===== src/rtl/serial_multiplier_param.sv =====
// ---------------------------------------------------------------------------
// serial_multiplier_param
//
// Parametrised shift-add serial multiplier with per-operation signed/unsigned
// mode, optional early termination once the remaining multiplier bits are all
// zero, multiply-accumulate into the result register, and a busy flag.
//
// One multiplier bit is consumed per cycle, LSB first. Signed operands are
// converted to magnitudes on entry and the product is negated at the end, so
// the core datapath is purely unsigned.
//
// Parameters
//   WIDTH      operand width (>= 2); result width is 2*WIDTH
//   SKIP_ZERO  1: stop once remaining multiplier magnitude bits are zero
//              0: always run WIDTH iterations
//
// Ports
//   clk        rising-edge clock
//   rst_n      synchronous active-low reset
//   en         start pulse, sampled only while idle (busy = 0)
//   is_signed  1: A and B are two's complement (latched with en)
//   acc_en     1: S <= S + A*B, 0: S <= A*B (latched with en)
//   A          multiplicand (latched with en)
//   B          multiplier (latched with en)
//   busy       operation in progress
//   valid      one-cycle pulse, S/ovf just updated
//   S          result, held until the next completed operation or reset
//   ovf        accumulate wrapped, held with S
// ---------------------------------------------------------------------------
module serial_multiplier_param #(
    parameter int unsigned WIDTH     = 8,
    parameter int unsigned SKIP_ZERO = 1
) (
    input  logic                 clk,
    input  logic                 rst_n,
    input  logic                 en,
    input  logic                 is_signed,
    input  logic                 acc_en,
    input  logic [WIDTH-1:0]     A,
    input  logic [WIDTH-1:0]     B,
    output logic                 busy,
    output logic                 valid,
    output logic [2*WIDTH-1:0]   S,
    output logic                 ovf
);

    localparam int unsigned PW = 2 * WIDTH;
    localparam int unsigned CW = $clog2(WIDTH);

    typedef enum logic [1:0] {
        StIdle,
        StCalc,
        StDone
    } state_e;

    state_e            state_q, state_d;
    logic [PW-1:0]     mcand_q, mcand_d;     // multiplicand, pre-shifted by bit index
    logic [WIDTH-1:0]  mplier_q, mplier_d;   // remaining multiplier bits, LSB = current
    logic [PW-1:0]     partial_q, partial_d;
    logic [CW-1:0]     cnt_q, cnt_d;
    logic              neg_q, neg_d;         // product sign
    logic              sgn_q, sgn_d;         // signed mode, selects ovf rule
    logic              acc_q, acc_d;
    logic [PW-1:0]     s_q, s_d;
    logic              ovf_q, ovf_d;
    logic              valid_q, valid_d;

    // Operand magnitudes; |-2^(WIDTH-1)| = 2^(WIDTH-1) still fits in WIDTH bits.
    logic [WIDTH-1:0]  a_mag, b_mag;
    logic [PW-1:0]     prod;
    logic [PW:0]       sum_ext;
    logic              ovf_calc;
    logic              last_iter;

    always_comb begin
        a_mag = (is_signed && A[WIDTH-1]) ? (~A + WIDTH'(1)) : A;
        b_mag = (is_signed && B[WIDTH-1]) ? (~B + WIDTH'(1)) : B;
    end

    // Final product and accumulate; only meaningful while in StDone.
    always_comb begin
        prod     = neg_q ? (~partial_q + PW'(1)) : partial_q;
        sum_ext  = {1'b0, s_q} + {1'b0, prod};
        ovf_calc = 1'b0;
        if (acc_q) begin
            if (sgn_q) begin
                // Two's-complement overflow: like-signed addends, result sign differs.
                ovf_calc = (s_q[PW-1] == prod[PW-1]) && (sum_ext[PW-1] != s_q[PW-1]);
            end else begin
                ovf_calc = sum_ext[PW];
            end
        end
    end

    // Iteration ends at WIDTH bits, or early when no set bits remain above the
    // current one. The current bit is always processed, so N >= 1.
    always_comb begin
        last_iter = (cnt_q == CW'(WIDTH - 1));
        if ((SKIP_ZERO != 0) && ((mplier_q >> 1) == '0)) begin
            last_iter = 1'b1;
        end
    end

    always_comb begin
        state_d   = state_q;
        mcand_d   = mcand_q;
        mplier_d  = mplier_q;
        partial_d = partial_q;
        cnt_d     = cnt_q;
        neg_d     = neg_q;
        sgn_d     = sgn_q;
        acc_d     = acc_q;
        s_d       = s_q;
        ovf_d     = ovf_q;
        valid_d   = 1'b0;

        unique case (state_q)
            StIdle: begin
                if (en) begin
                    mcand_d   = {{WIDTH{1'b0}}, a_mag};
                    mplier_d  = b_mag;
                    partial_d = '0;
                    cnt_d     = '0;
                    neg_d     = is_signed && (A[WIDTH-1] ^ B[WIDTH-1]);
                    sgn_d     = is_signed;
                    acc_d     = acc_en;
                    state_d   = StCalc;
                end
            end
            StCalc: begin
                if (mplier_q[0]) begin
                    partial_d = partial_q + mcand_q;
                end
                mcand_d  = mcand_q << 1;
                mplier_d = mplier_q >> 1;
                cnt_d    = cnt_q + CW'(1);
                if (last_iter) begin
                    state_d = StDone;
                end
            end
            StDone: begin
                s_d     = acc_q ? sum_ext[PW-1:0] : prod;
                ovf_d   = ovf_calc;
                valid_d = 1'b1;
                state_d = StIdle;
            end
            default: begin
                state_d = StIdle;
            end
        endcase
    end

    always_ff @(posedge clk) begin
        if (!rst_n) begin
            state_q   <= StIdle;
            mcand_q   <= '0;
            mplier_q  <= '0;
            partial_q <= '0;
            cnt_q     <= '0;
            neg_q     <= 1'b0;
            sgn_q     <= 1'b0;
            acc_q     <= 1'b0;
            s_q       <= '0;
            ovf_q     <= 1'b0;
            valid_q   <= 1'b0;
        end else begin
            state_q   <= state_d;
            mcand_q   <= mcand_d;
            mplier_q  <= mplier_d;
            partial_q <= partial_d;
            cnt_q     <= cnt_d;
            neg_q     <= neg_d;
            sgn_q     <= sgn_d;
            acc_q     <= acc_d;
            s_q       <= s_d;
            ovf_q     <= ovf_d;
            valid_q   <= valid_d;
        end
    end

    assign busy  = (state_q != StIdle);
    assign valid = valid_q;
    assign S     = s_q;
    assign ovf   = ovf_q;

endmodule


===== config.mk =====
export PLATFORM = sky130hd
export DESIGN_NAME = serial_multiplier_param
export DESIGN_NICKNAME = d
export VERILOG_FILES = /design/src/rtl/serial_multiplier_param.sv
export SDC_FILE = /design/constraint.sdc
export NUM_CORES = 1
export LEC_CHECK = 0
export CORE_ASPECT_RATIO = 0.5
export CORE_MARGIN = 5
export CORE_UTILIZATION = 30
export DETAILED_ROUTE_END_ITERATION = 8
export SLEW_MARGIN = 40
export SYNTH_ARGS = -nofsm -noshare
export SYNTH_HDL_FRONTEND = slang
export SYNTH_SLANG_ARGS = --single-unit

===== constraint.sdc =====
create_clock -name clk -period 6.7 [get_ports clk]
set_clock_uncertainty 0.05 [all_clocks]
set_input_delay 1.005 -clock clk [delete_from_list [all_inputs] [get_ports clk]]
set_output_delay 1.005 -clock clk [all_outputs]
set_load 0.1 [all_outputs]

==> results of run 1 <==
[kinds of logic after synthesis]
family / synth area share
and+or+nand+nor: 0.203
AOI/OAI and AO/OA: 0.260
DFF: 0.285
buffers and inverters: 0.0368
xor gates and xnor gates: 0.0814
adders and majority gates: 0.109
muxes: 0.0243
[power by group through the flow]
stage / Combinational (mW) / Clock [mW] / Sequential (mW)
global placement: 0.193 / 0 / 0.436
CTS: 0.191 / 0.490 / 0.428
floorplan: 0.112 / 0 / 0.462
finish: 0.190 / 0.478 / 0.428
detailed placement: 0.191 / 0 / 0.436
global route: 0.209 / 0.509 / 0.431
[flip-flops by register name (all words and copies together) (netlist names)]
| signal | flops |
|---|---|
| S | 16 |
| mcand_q | 16 |
| partial_q | 16 |
| mplier_q | 8 |
| cnt_q | 3 |
| state_q | 2 |
| acc_q | 1 |
| neg_q | 1 |
| ovf | 1 |
| sgn_q | 1 |
| valid | 1 |
[worst register-to-register path: stages, from the launching register on]
cell,delay [ps]
dfxtp_1,360
inv_1,90
ha_1,170
or4b_1,460
or3_4,380
o31ai_1,300
xnor2_1,170
ha_1,360
nand4_1,160
or3_1,390
o21ai_0,320
mux2i_1,240
o31ai_1,80
[layer usage]
| metal | vias to the layer above | routed length, µm | track usage |
|---|---|---|---|
| met5 | - | 0 | 0 |
| met4 | 0 | 145 | 0.0386 |
| met3 | 11 | 577 | 0.0249 |
| met1 | 1923 | 5780 | 0.181 |
| met2 | 78 | 5100 | 0.211 |
| li1 | 2238 | - | - |
[cells in the mapped netlist, types with 14 or more instances]
| cell type | instances |
|---|---|
| nand2_1 | 75 |
| a21oi_1 | 67 |
| o21ai_0 | 35 |
| dfxtp_1 | 66 |
| a22oi_1 | 17 |
| nor3_1 | 17 |
| ha_1 | 37 |
| nor2_1 | 37 |
| xor2_1 | 14 |
| clkbuf_1 | 22 |
| nand3_1 | 28 |
| xnor2_1 | 29 |
| inv_1 | 18 |
[final cells by class]
cell class | instances | area (µm²) | share of cell area
clock buffers | 11 | 253 | 0.0465
inverters | 18 | 67.6 | 0.0124
repair buffers | 44 | 333 | 0.0613
multi-input cells | 482 | 3150 | 0.580
clock inverters | 5 | 52.6 | 0.00968
flip-flops and latches | 66 | 1320 | 0.243
well taps | 204 | 255 | 0.0470
[worst max-delay path by stage]
stage,from,slack (ps),end,cells after the start
4_1_cts,partial_q[1],3060,ovf,12
3_5_place_dp,partial_q[1],3060,ovf,12
2_1_floorplan,partial_q[1],3380,ovf,12
5_1_grt,partial_q[1],2760,ovf,12
3_3_place_gp,partial_q[1],3180,ovf,12
6_report,partial_q[1],3060,ovf,12
==> impl_metrics.yaml, run 1 <==
outcome:
  status: "completed"
clock_network:
  clockRootBuffer: "clkbuf_16"
  cts_buffers: 9
  cts_resized: 0
  cts_buffer_depth: 2
  htree_levels: 3
  cts_tree: "done"
  clock-sinks: 66
  cts_hold_buffers: 0
  clock_latency_ps: 330
  clkTransAtPathRegs_ps: 60
  post_cts_buffers: 0
floorplan:
  rows: 32
  core_um2: 15300
  floorplan.initialDensity: 0.303
  die_x_um: 186
  io_pins: 40
  die_y_um: 97.8
  dieArea_um2: 18200
critical_path:
  crit_type: "reg -> reg"
  r2r-end: "ovf"
  ff2ff_path_depth: 12
  cp.required_ps: 6860
  reg2reg_slack_ps: 3060
  crit_slowest_cell: "or4b_1"
  arrival_ps: 3800
  critPathLaunchType: "flip-flop"
  worst-path-buf-inv: 1
  cpLargestDelayFamily: "simple AND/OR/NAND/NOR gates"
  crit_path_max_fanout: 5
  cp-end-kind: "flip-flop"
  regToRegStartpoint: "partial_q[1]"
  worstPathCellList: "inv_1, ha_1, or4b_1, or3_4, o31ai_1, xnor2_1, ha_1, nand4_1, or3_1, o21ai_0, mux2i_1, o31ai_1"
  cpPeakStageDelay_ps: 460
layout:
  final_cell_mix: "nand2_1 (75), a21oi_1 (67), dfxtp_1 (66)"
  final_nets: 681
  nFillCells: 1620
  antenna_cells: 0
  utilization: 0.356
  design_area_um2: 5430
  final_common_cell: "nand2_1"
  area_growth_pct: 17.3
  drive_gt1_frac: 0.0863
  instances_no_fill: 830
power_and_ir_drop:
  swShare: 0.293
  power_mw: 1.10
  leakage_nw: 2.15
  internal_power_mw: 0.775
  power_frac_seq: 0.390
  combPwrFrac: 0.174
  p_per_area_nw_per_um2: 202
  vdd_ir_drop_max_uv: 141
  p_clk_frac: 0.436
  power.switching_mw: 0.321
detailed_routing:
  routed_via_density: 5.12
  drt_iter0_markers: 198
  postRouteAntennaNets: 0
  drt_wl_total_um: 11600
  dr_total_vias: 4250
  routedWlPerCell_um: 14.0
  drc: 0
  dr.pass1.iters: 4
grt:
  grt_pass1_wl_um: 19900
  grt_pass1_vias: 4145
  grt_antenna_before_repair: 0
  overflow: 0
  grt_usage: 0.132
  grt_max_degree: 51
timing:
  period_share: 0.543
  holdWs_ps: 399
  post-route-min-period_ps: 3640
  setup_violations: 0
  setup-tns-final_ps: 0
  drv_slew: 0
  worstMarginPinSlew_ps: 791
  layout_setup_ws_ps: 3060
  grt_setup_unrepaired: "no"
  hold_violations: 0
  slew-limit-headroom: 0.473
  clock.fmax_ghz: 0.275
logic_synthesis:
  syn-cell-area_um2: 4630
  synth-edff-count: 0
  synthArstFlopShare: 0
  ys_ff_latch: 66
  synth_cells: 593
  syn-num-nets: 653
  syn_avg_cell_area_um2: 7.81
  synth_ff_type: "dfxtp_1"
  synth_warnings: 0
  synth_top_area_cell: "dfxtp_1"
  ys_seq_area_frac: 0.285
  synth_cell_types: 55
  synth_top_area_frac: 0.285
  ys_top_cells_by_area: "dfxtp_1 (29%), ha_1 (10%), a21oi_1 (7.2%), nand2_1 (6.1%), xnor2_1 (5.5%)"
worst_hold_path:
  hold_path.class: "reg -> reg"
  hold_end: "mplier_q[0]"
  hold_depth: 2
  hp-start: "mplier_q[0]"
placement:
  place_ws_ps: 3060
  place_hpwl_um: 8720
  post_dp_cell_area_um2: 5120
  gp_congestion: 0.902
  port_buffers: 39
  placed_cells: 814
job:
  cap_violations: 0
Note: power is estimated with default switching activity, not from simulation.
==> run 2: changes to the inputs <==
Clock period 6.7 ns to 3.5 ns, I/O delays scaled along.
==> run 2 against run 1 <==
  * Via count is 2.5% higher
  * Fmax is 8.3% higher
  * Power grew 83%
  * Clock power grew 71%
  * Design area up 1.2%
  * Critical path depth up 1
  * Non-clock buffer count grew 9
  * Count of clock-buffer cells in the layout increased by 2
  * Flip-flop and latch count is the same
  * Routed wire length rose by 1.2%
  * Cell count increased by 1.1%
  * Sequential power increased by 93%
==> impl_metrics.yaml, run 2 (same netlist as run 1, synthesis figures left out) <==
placement:
  place_hpwl_um: 8900
  placed_cells: 823
  gp_congestion: 0.876
  port_buffers: 39
clock_network:
  clock_latency_ps: 330
  cts_buffers: 9
  clockRootBuffer: "clkbuf_16"
  cts_buffer_depth: 2
  clock-sinks: 66
  clkTransAtPathRegs_ps: 60
  cts_hold_buffers: 0
  htree_levels: 3
  cts_tree: "done"
timing:
  slew-limit-headroom: 0.478
  period_share: 0.959
  worstMarginPinSlew_ps: 783
  clock.fmax_ghz: 0.298
  setup-tns-final_ps: 0
  setup_violations: 0
  holdWs_ps: 418
  grt_setup_unrepaired: "yes"
  drv_slew: 0
  post-route-min-period_ps: 3360
  hold_violations: 0
detailed_routing:
  dr_total_vias: 4357
  dr.pass1.iters: 4
  routedWlPerCell_um: 14.0
  drc: 0
  drt_wl_total_um: 11700
  drt_iter0_markers: 196
  postRouteAntennaNets: 0
  routed_via_density: 5.19
grt:
  grt_max_degree: 45
  gr-max-usage-layer: "met2"
  grt_pass1_vias: 4169
  met2_usage: 0.208
  overflow: 0
  met3_usage: 0.0287
  grt_pass1_wl_um: 19700
  grt_antenna_before_repair: 0
  grtUsageMet1: 0.180
  grt_usage: 0.130
power_and_ir_drop:
  internal_power_mw: 1.40
  combPwrFrac: 0.183
  leakage_nw: 2.17
  swShare: 0.303
  power_frac_seq: 0.411
  p_per_area_nw_per_um2: 366
  p_clk_frac: 0.406
  vdd_ir_drop_max_uv: 250
  power.switching_mw: 0.609
critical_path:
  reg2reg_slack_ps: 140
  cp.required_ps: 3710
  crit_path_max_fanout: 6
  regToRegStartpoint: "partial_q[1]"
  cp-end-kind: "flip-flop"
  arrival_ps: 3570
  cpPeakStageDelay_ps: 460
  crit_type: "reg -> reg"
  critPathLaunchType: "flip-flop"
  cpLargestDelayFamily: "simple AND/OR/NAND/NOR gates"
  cp-startpoint: "partial_q[1]"
  worst-path-buf-inv: 1
  ff2ff_path_depth: 13
  crit_cells: 13
  r2r-end: "S[12]"
  crit_end: "S[12]"
  crit_slowest_cell: "or4b_1"
  worstPathCellList: "inv_1, ha_1, or4b_1, or3_4, o21ai_1, xnor2_2, ha_2, nand4_1, o21bai_1, nor4_2, a21oi_2, mux2_2, a21oi_1"
outcome:
  status: "completed"
layout:
  top_regs: "S: 16 flops, mcand_q: 16 flops, partial_q: 16 flops"
  instances_no_fill: 839
  final_nets: 690
  final_common_cell: "nand2_1"
  final_cell_mix: "nand2_1 (75), dfxtp_1 (65), a21oi_1 (65)"
  antenna_cells: 0
  multi_input_area_um2: 3180
  utilization: 0.360
  area_growth_pct: 18.7
  seq_area_um2: 1320
  drive_gt1_frac: 0.106
  nFillCells: 1598
floorplan:
  floorplan.initialDensity: 0.303
  die_x_um: 186
  rows: 32
  die_y_um: 97.8
  io_pins: 40
  core_um2: 15300
  dieArea_um2: 18200
worst_hold_path:
  hold_path.class: "reg -> reg"
job:
  cap_violations: 0
==> run 2: changes by cell type in the layout (fill, tap and decap cells not counted), sizes merged <==
cell	change
clkinvlp	-1
clkbuf	+2
buf	+9
bufinv	-1
==> run 2: cell type report <==
type | instances | area share
Sequential cell | 66 | 0.241
Inverter | 18 | 0.0123
Clock inverter | 3 | 0.00273
Tap cell | 204 | 0.0465
Clock buffer | 13 | 0.0455
Timing Repair Buffer | 53 | 0.0733
Multi-Input combinational cell | 482 | 0.579
==> run 2: how the worst min path moves through the flow <==
| stage | startpoint | end | cells after the start |
|---|---|---|---|
| after detailed placement | mplier_q[0] | mplier_q[0] | 2 |
| after global placement | mplier_q[0] | mplier_q[0] | 2 |
| after CTS | mplier_q[0] | mplier_q[0] | 2 |
| after global routing | mplier_q[0] | mplier_q[0] | 2 |
| final | mplier_q[0] | mplier_q[0] | 2 |
| after floorplan | mplier_q[0] | mplier_q[0] | 2 |
==> run 2: power by group through the flow <==
stage	clock, mW	combinational, mW	sequential, mW
3_3_place_gp	0	0.373	0.842
5_1_grt	0.870	0.405	0.831
3_5_place_dp	0	0.367	0.842
4_1_cts	0.834	0.369	0.826
6_report	0.816	0.368	0.827
2_1_floorplan	0	0.214	0.885
==> run 2: timing repair <==
action                                  in CTS  in global routing
resized for setup                            0                 11
endpoints found under the setup margin       0                  5
buffers inserted                             0                  0
==> run 2: tightest hold or removal path: stages (launching register included) <==
cell and delay (ps):
dfxtp_1 300, nand2_1 60, a21oi_1 60
==> run 2: layer usage <==
metal / share of wire / routed length (µm)
met5: 0 / 0
met4: 0.012 / 135
met3: 0.035 / 413
met2: 0.43 / 5090
met1: 0.52 / 6090
==> run 2: through the flow <==
step	setup WS (ps)	cell area, µm²	power (mW)
2_1_floorplan	182	4630	1.10
3_3_place_gp	63.8	5280	1.22
3_5_place_dp	15.7	5190	1.21
4_1_cts	3.01	5450	2.03
5_1_grt	-96.3	5490	2.11
6_report	143	5490	2.01
